<file path="src/rtl/reg_bank_arbiter.sv">
// Round-robin write arbiter for a small flip-flop register bank.
// One winner per clock is committed and acknowledged; reads are combinational.
module reg_bank_arbiter #(
   parameter int NREQ  = 4,
   parameter int WIDTH = 8,
   parameter int DEPTH = 4,
   parameter int AW    = 2
) (
   input  logic                  CLK,
   input  logic                  RESET_N,
   input  logic [NREQ-1:0]       REQ,
   input  logic [NREQ*AW-1:0]    ADDR,
   input  logic [NREQ*WIDTH-1:0] DIN,
   output logic [NREQ-1:0]       ACK,
   input  logic [AW-1:0]         RADDR,
   output logic [WIDTH-1:0]      RDATA,
   output logic [7:0]            WCOUNT,
   output logic                  BUSY
);

   localparam int LW = (NREQ > 1) ? $clog2(NREQ) : 1;

   logic [WIDTH-1:0] bank [DEPTH];
   logic [LW-1:0]    last_grant;
   logic             win_valid;
   logic [LW-1:0]    win_idx;
   logic [LW-1:0]    scan_idx;
   logic [AW-1:0]    win_addr;
   logic [WIDTH-1:0] win_din;

   // Scan starts one past the previous winner so a repeat request goes to the back.
   always_comb begin
      win_valid = 1'b0;
      win_idx   = '0;
      scan_idx  = '0;
      for (int k = 1; k <= NREQ; k++) begin
         scan_idx = LW'((int'(last_grant) + k) % NREQ);
         if (!win_valid && REQ[scan_idx]) begin
            win_valid = 1'b1;
            win_idx   = scan_idx;
         end
      end
   end

   assign win_addr = ADDR[win_idx*AW +: AW];
   assign win_din  = DIN[win_idx*WIDTH +: WIDTH];
   assign RDATA    = bank[RADDR];

   always_ff @(posedge CLK or negedge RESET_N) begin
      if (!RESET_N) begin
         for (int d = 0; d < DEPTH; d++) bank[d] <= '0;
         ACK        <= '0;
         WCOUNT     <= '0;
         BUSY       <= 1'b0;
         last_grant <= LW'(NREQ - 1);
      end else begin
         BUSY <= |REQ;
         ACK  <= '0;
         if (win_valid) begin
            bank[win_addr] <= win_din;
            ACK            <= NREQ'(1) << win_idx;
            last_grant     <= win_idx;
            if (WCOUNT != 8'hFF) WCOUNT <= WCOUNT + 8'd1;
         end
      end
   end

endmodule

</file>
<file path="config.mk">
export PLATFORM = sky130hd
export DESIGN_NAME = reg_bank_arbiter
export DESIGN_NICKNAME = d
export VERILOG_FILES = /design/src/rtl/reg_bank_arbiter.sv
export SDC_FILE = /design/constraint.sdc
export NUM_CORES = 1
export LEC_CHECK = 0
export ABC_AREA = 0
export BUFFER_PORTS_ARGS = -buffer_cell sky130_fd_sc_hd__buf_2
export CAP_MARGIN = 10
export CELL_PAD_IN_SITES_DETAIL_PLACEMENT = 1
export CELL_PAD_IN_SITES_GLOBAL_PLACEMENT = 2
export CORE_AREA = 5 5 78 116
export DETAILED_ROUTE_END_ITERATION = 10
export DIE_AREA = 0 0 83 121
export PLACE_DENSITY = 0.82
export SLEW_MARGIN = 20
export SYNTH_ARGS = -nofsm -noshare
export SYNTH_HDL_FRONTEND = slang
export SYNTH_SLANG_ARGS = --single-unit
</file>
<file path="constraint.sdc">
create_clock -name CLK -period 2.7 [get_ports CLK]
set_input_delay 0.54 -clock CLK [delete_from_list [all_inputs] [get_ports CLK]]
set_output_delay 0.54 -clock CLK [all_outputs]
set_load 0.01 [all_outputs]
</file>
==> run summary, run 1 <==
max frequency: 405 MHz
initial core utilization: 0.333
clock tree root buffer cell: clkbuf_16
clock-pin slew reported for the worst setup and hold paths after clock tree synthesis: 60 ps
final wirelength: 6.47 mm
MaxCap Viol Count: 0
fraction of final layout cells with drive strength greater than 1: 0.374
run status: complete, no violations
later-pin clock latency in the skew report: 280 ps
async set-or-reset flop fraction in the synthesized netlist: 1.00
number of distinct library cells after synthesis: 44
Slew headroom: 0.543
Fin Clk Skew: 5.14 ps
dpl hpwl: 5.07 mm
wire length of the first global-routing pass: 11.0 mm
area of all placed cells without fillers: 0.00326 mm2
DR vias/cell: 4.90
vias in the first global route: 2172
Mapped Area: 0.00264 mm2
share of the synthesized area in the top cell type: 0.427
Synth Area in XOR/XNOR: 0.0233
register area: 0.00118 mm2
synthesized area per cell: 12.0 um2
multi-input combinational cell area: 0.00129 mm2
list of most frequent post-synthesis cells: mux2i_1, dfrtp_1, inv_1
Synthesis Warnings: 0
maximum root-to-sink buffer count: 2
Hold Path Class: input pin to asynchronous set/reset pin
cell breakdown of the critical path: mux2i_1 > o21ai_2 > o21ai_1 > nand3b_4 > a211oi_4 > mux2i_1
main combinational cell family by area after synthesis: multiplexers
multiplexer fraction of the synthesized cell area: 0.293
remaining global-route overflow: 0
cell types with the largest area share after synthesis: dfrtp_1, mux2i_1, mux4_2, inv_1, mux2_2
Clock H-tree levels: 2
launching element type of the critical path: flop
core area: 0.00791 mm2
max-slew violations: 0
post-synthesis instance total: 220
number of hold-slack violations in the final timing report: 0
biggest cell delay along the critical path: 630 ps
number of vias after detailed routing: 1969
synthesized-area fraction occupied by ao, oa, aoi and oai cells: 0.0845
most frequent cell after synthesis: mux2i_1
post-synthesis sequential element count: 47
total die area: 0.0100 mm2
count of nets left with antenna violations after detail routing: 0
Fill cells: 912
largest net degree at the start of global routing: 30
Cell Rows: 40
signal arrival time at the worst endpoint: 2660 ps
Pwr Density: 1100 mW/mm2
Area Overhead vs Synth: 23.7%
Setup TNS Final: 0 ps
cells resized by post-CTS repair: 0
final setup violating endpoints: 0
final routed wire length divided by cell count: 16.1 um
nets@finish: 345
Leak: 1.68 nW
clock tree from TritonCTS: yes
Chip Height: 121 um
RSZ-0062 raised after global routing: no
Critical Path RT: 2890 ps
final antenna diode count: 0
worst path bufs/invs: 0
Port-buffer cells: 68
fin crit share: 0.915
worst voltage drop across the vdd grid: 0.000417 V
minimum period implied by the final worst setup slack: 2470 ps
number of synthesized flops with an enable pin: 0
DRC marker count from the first detailed-route iteration: 30
number of buffers inserted to repair setup after CTS: 0
Syn Nets: 269
DRC violation count after routing: 0
simple logic cell fraction of the synthesized area: 0.0845
post-place instance area: 0.00312 mm2
CP max FO: 8
number of placed I/O pins: 69
cell with the biggest individual delay on the critical path: dfstp_2
Least-Margin Pin Slew: 685 ps
Post-Synth Adder-Cell Area: 0.00475
initial antenna violation count: 0
Crit path max-delay family: compound AO/OA/AOI/OAI gates
Inserted Clock Buffers: 5
critical path start-end classification: flop to flop
endpoint type of the worst setup path: flop
Sink Count: 47
Die Width: 83 um
primary flip-flop cell chosen by synthesis mapping: dfrtp_1
leading area contributor after synthesis: dfrtp_1
most used cell, CP: mux2i_1
first-pass iteration count of the detailed router: 4
sequential cell area fraction in the yosys report: 0.447
post-cts hold buffer count: 0
routability congestion estimate from global placement: 0.744
overall track demand over capacity in global routing: 0.138
-- worst paths after layout --
path,start,endpoint,slack [ps],cells past startpoint
worst max register to register,last_grant[1]$_DFFE_PN1P_,bank[16]$_DFFE_PN0P_,230,6
worst max-delay path,last_grant[1]$_DFFE_PN1P_,bank[16]$_DFFE_PN0P_,230,6
min in group CLK,WCOUNT[7]$_DFFE_PN0P_,WCOUNT[7]$_DFFE_PN0P_,490,1
worst min-delay path,RESET_N,bank[30]$_DFFE_PN0P_,300,1
max in group asynchronous,RESET_N,bank[11]$_DFFE_PN0P_,1760,2
worst min register to register,WCOUNT[7]$_DFFE_PN0P_,WCOUNT[7]$_DFFE_PN0P_,490,1
-- metrics by stage --
step	hold slack (ps)	cells	setup slack [ps]	utilization	power, mW
2_1_floorplan	244	220	583	-	2.51
3_3_place_gp	474	394	275	0.395	2.97
3_5_place_dp	486	394	155	0.395	3.06
4_1_cts	324	402	198	0.412	3.67
5_1_grt	349	402	24.8	0.412	3.87
6_report	300	402	230	0.412	3.59
-- state kept, by name, indices dropped and copies added (netlist names) --
name,cells
BUSY,1
WCOUNT,8
ACK,4
last_grant,2
bank,32
-- cell type report --
cell class,instances,area share
repair buffers,75,0.121
clock inverters,1,0.00154
inverters,34,0.0392
flip-flops and latches,47,0.362
well taps,105,0.0403
multi-input cells,133,0.396
clock buffers,7,0.0407
-- power breakdown --
group	switching, mW	leakage, nW	total [mW]	internal, mW
registers	0.239	0.548	1.31	1.07
clock network	0.245	0.0679	0.587	0.342
logic	0.867	1.06	1.70	0.829
-- placed cells by master, fill, tap and decap left out, types with 2 or more instances in the layout --
master,Yosys,final
nand2_1,5,5
and3_1,4,4
clkbuf_16,0,5
mux2_2,9,9
a211o_1,2,2
clkbuf_1,2,2
buf_4,2,7
dfrtp_1,45,45
nor2_1,4,4
nand4_1,3,3
dfstp_2,2,2
xor2_1,2,2
buf_2,0,68
a211oi_4,2,2
mux4_2,8,8
and2_1,2,2
nand3_1,7,7
o21ai_1,4,4
a21oi_1,3,3
mux2i_1,49,49
xnor2_1,5,5
nor2b_1,2,2
inv_1,34,34
a21boi_1,2,2
-- layer usage --
metal	routed length [um]	GRT usage
met1	2700	0.160
met2	3360	0.243
met3	284	0.0333
met4	119	0.0542
met5	0	0
-- kinds of logic (layout without fill, tap and decap cells) --
family / count (synthesis) / count (layout)
mux: 66 / 66
flops: 47 / 47
buf+inv: 40 / 117
simple gates: 35 / 35
compound gates: 24 / 24
xor+xnor: 7 / 7
fa+ha+maj: 1 / 1
Power figures use the tool's default switching activity.
==> inputs of run 2 (changes only) <==
- CELL_PAD_IN_SITES_DETAIL_PLACEMENT: 1 -> default
- CELL_PAD_IN_SITES_GLOBAL_PLACEMENT: 2 -> default
- CORE_AREA: 5 5 78 116 -> 5 5 73 108
- DIE_AREA: 0 0 83 121 -> 0 0 78 113
- PLACE_DENSITY: 0.82 -> 0.66
==> run summary, run 2 (same netlist as run 1, synthesis figures left out) <==
run status: complete, no violations
Hold Path Class: input pin to asynchronous set/reset pin
most frequent standard cell in the layout excluding fill and tap cells: buf_2
cells resized by post-CTS repair: 0 (unchanged)
initial antenna violation count: 0 (unchanged)
RSZ-0062 raised after global routing: no
Post-Place Setup Slack: 269 ps (+114 ps)
signal arrival time at the worst endpoint: 2580 ps (-80 ps)
Power Total: 3.41 mW (-5.2%)
Slew headroom: 0.549 (+0.00589)
post-layout util: 0.468 (+0.0555)
total die area: 0.00881 mm2 (-12%)
core area: 0.00681 mm2 (-14%)
worst path bufs/invs: 0 (unchanged)
Die Width: 78 um (-6.0%)
GR met1 Demand/Resource: 0.172 (+0.0120)
combinational group share of total power: 0.488 (+0.016)
Setup TNS Final: 0 ps (unchanged)
Critical Path RT: 2920 ps (+30 ps)
Chip Height: 113 um (-6.6%)
CP max FO: 8 (unchanged)
Area Overhead vs Synth: 20.8%
number of placed I/O pins: 69 (unchanged)
clock tree from TritonCTS: yes
Global Route met3 Usage: 0.0311 (-0.00224)
count of nets left with antenna violations after detail routing: 0 (unchanged)
number of buffers inserted to repair setup after CTS: 0 (unchanged)
fraction of final layout cells with drive strength greater than 1: 0.377 (+0.00337)
switch share: 0.381 (+0.00534)
Port-buffer cells: 68 (unchanged)
Least-Margin Pin Slew: 676 ps (-8.83 ps)
max frequency: 424 MHz (+4.7%)
DRC violation count after routing: 0 (unchanged)
Crit path max-delay family: compound AO/OA/AOI/OAI gates
initial core utilization: 0.387 (+0.0540)
overall track demand over capacity in global routing: 0.139 (+0.00122)
wire length of the first global-routing pass: 9.86 mm (-10%)
Inserted Clock Buffers: 5 (unchanged)
Pwr Density: 1070 mW/mm2 (-2.9%)
first-pass iteration count of the detailed router: 4 (unchanged)
Clock H-tree levels: 2 (unchanged)
dpl hpwl: 4.39 mm (-13%)
DR vias/cell: 5.00 (+2.1%)
largest net degree at the start of global routing: 31 (+3.3%)
endpoint type of the worst setup path: flop
most used cell, CP: mux2i_1
final setup violating endpoints: 0 (unchanged)
cell with the biggest individual delay on the critical path: dfstp_2
cell breakdown of the critical path: mux2i_1 > o21ai_2 > o21ai_1 > a21oi_1 > o211ai_4 > mux2i_1
flip-flop count of the largest register, all copies and words added: 32 (unchanged)
later-pin clock latency in the skew report: 300 ps (+20 ps)
leading registers by flop count: bank x32, WCOUNT x8, ACK x4
Fin Clk Skew: 11.2 ps (+6.10 ps)
setup ws final: 341 ps (+111 ps)
minimum period implied by the final worst setup slack: 2360 ps (-111 ps)
clock-pin slew reported for the worst setup and hold paths after clock tree synthesis: 90 ps (+30 ps)
Cell Rows: 37 (-7.5%)
remaining global-route overflow: 0 (unchanged)
clock tree root buffer cell: clkbuf_8
post-cts hold buffer count: 0 (unchanged)
maximum root-to-sink buffer count: 2 (unchanged)
critical path start-end classification: flop to flop
Sink Count: 47 (unchanged)
met2 global-route usage: 0.236 (-0.00756)
design internal power: 2.11 mW (-6.0%)
nets@finish: 345 (unchanged)
part of the total power dissipated in sequential elements: 0.382 (+0.017)
final wirelength: 5.63 mm (-13%)
busiest layer in global routing: met2
power share of the clock group: 0.130 (-0.033)
most frequent cells in the layout: buf_2, mux2i_1, dfrtp_1, inv_1, mux2_2
largest register by flop count: bank
vias in the first global route: 2003 (-7.8%)
launching element type of the critical path: flop
MaxCap Viol Count: 0 (unchanged)
number of hold-slack violations in the final timing report: 0 (unchanged)
number of vias after detailed routing: 1876 (-4.7%)
final routed wire length divided by cell count: 15.0 um (-6.6%)
fin crit share: 0.874 (-0.0412)
max-slew violations: 0 (unchanged)
Fill cells: 633 (-31%)
Leak: 1.66 nW (-1.1%)
worst voltage drop across the vdd grid: 0.000448 V (+7.3%)
final antenna diode count: 0 (unchanged)
DRC marker count from the first detailed-route iteration: 51 (+70%)
total net switching power: 1.30 mW (-3.8%)
routability congestion estimate from global placement: 0.814 (+9.4%)
biggest cell delay along the critical path: 640 ps (about the same)
-- run 2: cell counts in the layout (fill, tap and decap cells not counted) --
No cell type changed its count.
-- run 2: layer usage --
layer  wire [um]  share of wire
met1        2340           0.42
met2        2870           0.51
met3         318          0.056
met4         104          0.018
met5           0              0
-- run 2: final cells by class --
class	count	area, um2	area share
multi-input combinational	133	1290	0.406
timing repair buffer	75	393	0.123
clock inverter	1	8.76	0.00275
tap	78	97.6	0.0307
inverter	34	128	0.0401
clock buffer	7	86.3	0.0271
sequential	47	1180	0.370
-- run 2: power groups by stage --
stage / Combinational, mW / Clock [mW] / Sequential (mW)
2_1_floorplan: 1.23 / 0 / 1.28
3_3_place_gp: 1.65 / 0 / 1.30
4_1_cts: 1.70 / 0.459 / 1.30
5_1_grt: 1.84 / 0.497 / 1.35
3_5_place_dp: 1.70 / 0 / 1.31
6_report: 1.66 / 0.444 / 1.30
-- run 2: worst paths after layout --
kind / slack (ps) / to / from / cells after the start
worst min register to register: 490 / WCOUNT[5]$_DFFE_PN0P_ / WCOUNT[5]$_DFFE_PN0P_ / 1
worst min-delay path: 270 / WCOUNT[7]$_DFFE_PN0P_ / RESET_N / 1
worst max-delay path: 340 / bank[7]$_DFFE_PN0P_ / last_grant[1]$_DFFE_PN1P_ / 6
min in group CLK: 490 / WCOUNT[5]$_DFFE_PN0P_ / WCOUNT[5]$_DFFE_PN0P_ / 1
worst max register to register: 340 / bank[7]$_DFFE_PN0P_ / last_grant[1]$_DFFE_PN1P_ / 6
max in group asynchronous: 1760 / last_grant[1]$_DFFE_PN1P_ / RESET_N / 2
-- run 2: through the flow --
step / hold slack [ps] / std cells / cell area (um2)
after CTS: 300 / 375 / 3180
final: 269 / 375 / 3180
after global routing: 319 / 375 / 3180
after detailed placement: 481 / 367 / 3090
after global placement: 471 / 367 / 3090
after floorplan: 244 / 220 / 2640
==> inputs of run 3 (changes only) <==
- PLACE_DENSITY: 0.66 -> 0.68
- clock period: 2.7 -> 1.93 ns (I/O delays scaled with it)
==> run summary, run 3 (same netlist as run 1, synthesis figures left out) <==
Worst Setup SP: last_grant[1]$_DFFE_PN1P_
flip-flop count of the largest register, all copies and words added: 32 (unchanged)
fraction of final layout cells with drive strength greater than 1: 0.481 (+0.104)
Inserted Clock Buffers: 5 (unchanged)
worst reg2reg startpoint: last_grant[1]$_DFFE_PN1P_
Port-buffer cells: 68 (unchanged)
nets@finish: 370 (+7.2%)
run status: finished with violations
largest net degree at the start of global routing: 48 (+55%)
clock tree from TritonCTS: yes
Critical Path RT: 2160 ps (-760 ps)
Setup TNS Final: -6210 ps (-6210 ps)
post-layout util: 0.527 (+0.0596)
Fin Clk Skew: 7.22 ps (-4.02 ps)
most frequent cells in the layout: buf_2, mux2i_1, dfrtp_1, inv_1, buf_4
max frequency: 456 MHz (+7.5%)
setup ws final: -264 ps (-606 ps)
failing checks: negative setup slack
CP max FO: 8 (unchanged)
fin crit share: 1.14 (+0.263)
Leak: 1.84 nW (+11%)
register area: 0.00118 mm2 (unchanged)
number of instances in the placed design: 386 (+5.2%)
max-slew violations: 0 (unchanged)
final routed wire length divided by cell count: 15.0 um (-0.28%)
Sink Count: 47 (unchanged)
Slew headroom: 0.604 (+0.0547)
final antenna diode count: 0 (unchanged)
DRC marker count from the first detailed-route iteration: 46 (-9.8%)
number of hold-slack violations in the final timing report: 0 (unchanged)
Chip Height: 113 um (unchanged)
Power Total: 5.44 mW (+60%)
DR vias/cell: 4.94 (-1.3%)
count of nets left with antenna violations after detail routing: 0 (unchanged)
final setup violating endpoints: 32 (+32)
number of placed I/O pins: 69 (unchanged)
RSZ-0062 raised after global routing: yes
routability congestion estimate from global placement: 0.839 (+3.1%)
maximum root-to-sink buffer count: 2 (unchanged)
worst voltage drop across the vdd grid: 0.000548 V (+22%)
Post-Place Setup Slack: -285 ps (-554 ps)
Die Width: 78 um (unchanged)
first-pass iteration count of the detailed router: 4 (unchanged)
overall track demand over capacity in global routing: 0.138 (-0.000802)
core area: 0.00681 mm2 (unchanged)
dpl hpwl: 4.43 mm (+0.95%)
Cell Rows: 37 (unchanged)
MaxCap Viol Count: 0 (unchanged)
largest register by flop count: bank
later-pin clock latency in the skew report: 300 ps (about the same)
initial core utilization: 0.387 (unchanged)
most frequent standard cell in the layout excluding fill and tap cells: buf_2
minimum period implied by the final worst setup slack: 2190 ps (-164 ps)
vias in the first global route: 2024 (+1.0%)
Pwr Density: 1520 mW/mm2 (+42%)
remaining global-route overflow: 0 (unchanged)
multi-input combinational cell area: 0.00143 mm2 (+11%)
post-cts hold buffer count: 0 (unchanged)
launching element type of the critical path: flop
number of vias after detailed routing: 1975 (+5.3%)
clock-pin slew reported for the worst setup and hold paths after clock tree synthesis: 90 ps (about the same)
Area Overhead vs Synth: 36.2%
total die area: 0.00881 mm2 (unchanged)
critical path start-end classification: flop to flop
final wirelength: 5.99 mm (+6.4%)
clock tree root buffer cell: clkbuf_8
Clock H-tree levels: 2 (unchanged)
Fill cells: 604 (-4.6%)
DRC violation count after routing: 0 (unchanged)
wire length of the first global-routing pass: 9.78 mm (-0.84%)
endpoint type of the worst setup path: flop
Least-Margin Pin Slew: 594 ps (-82.1 ps)
Hold Path Class: input pin to asynchronous set/reset pin
leading registers by flop count: bank x32, WCOUNT x8, ACK x4
count of non-filler cells in the finished layout: 400 (+6.7%)
signal arrival time at the worst endpoint: 2420 ps (-160 ps)
initial antenna violation count: 0 (unchanged)
[run 3: cell count changes in the layout (fill, tap and decap cells not counted), sizes merged]
cell and delta:
buf +25, clkinvlp +1, clkbuf -1
[run 3: worst paths after layout]
check                                       endpoint  slack (ps)  cells after the start
setup / recovery                bank[20]$_DFFE_PN0P_        -260                      8
hold / removal                 WCOUNT[7]$_DFFE_PN0P_         160                      2
setup reg to reg                bank[20]$_DFFE_PN0P_        -260                      8
hold reg to reg            last_grant[0]$_DFFE_PN1P_         490                      2
max in group asynchronous       bank[13]$_DFFE_PN0P_        1370                      2
min in group CLK                      BUSY$_DFF_PN0_         490                      4
[run 3: timing repair]
item	4_1_cts	5_1_grt
gates resized for setup	19	11
pin swaps	6	6
buffers inserted	5	4
setup endpoints to repair	32	32
[run 3: metrics by stage]
| step | area, um2 | hold WS (ps) |
|---|---|---|
| finish | 3590 | 162 |
| global route | 3590 | 218 |
| CTS | 3490 | 180 |
| detailed placement | 3300 | 476 |
| global placement | 3300 | 471 |
| floorplan | 2660 | 90.4 |
[run 3: worst max-delay path, stage by stage, from the launching register on]
cell	delay (ps)
dfstp_2	590
buf_6	110
nor2b_1	40
o2bb2ai_1	140
or3_4	360
nand3b_4	200
a211oi_4	290
buf_12	180
mux2i_4	220
[run 3: power by group]
group / internal [mW] / total, mW / leakage [nW] / switching (mW)
combinational: 1.64 / 3.01 / 1.25 / 1.38
sequential: 1.49 / 1.80 / 0.548 / 0.303
clock: 0.293 / 0.630 / 0.0474 / 0.337
[run 3: routing by layer]
layer,routed length [um],GRT usage,vias up
met3,288,0.0279,6
met2,3170,0.239,45
li1,-,-,968
met5,0,0,-
met4,96,0.0474,0
met1,2440,0.170,956
[run 3: final cells by class]
class | count | share of cell area
tap | 78 | 0.0272
clock buffer | 6 | 0.0230
inverter | 34 | 0.0356
clock inverter | 2 | 0.00453
timing repair buffer | 100 | 0.183
sequential | 47 | 0.328
multi-input combinational | 133 | 0.398
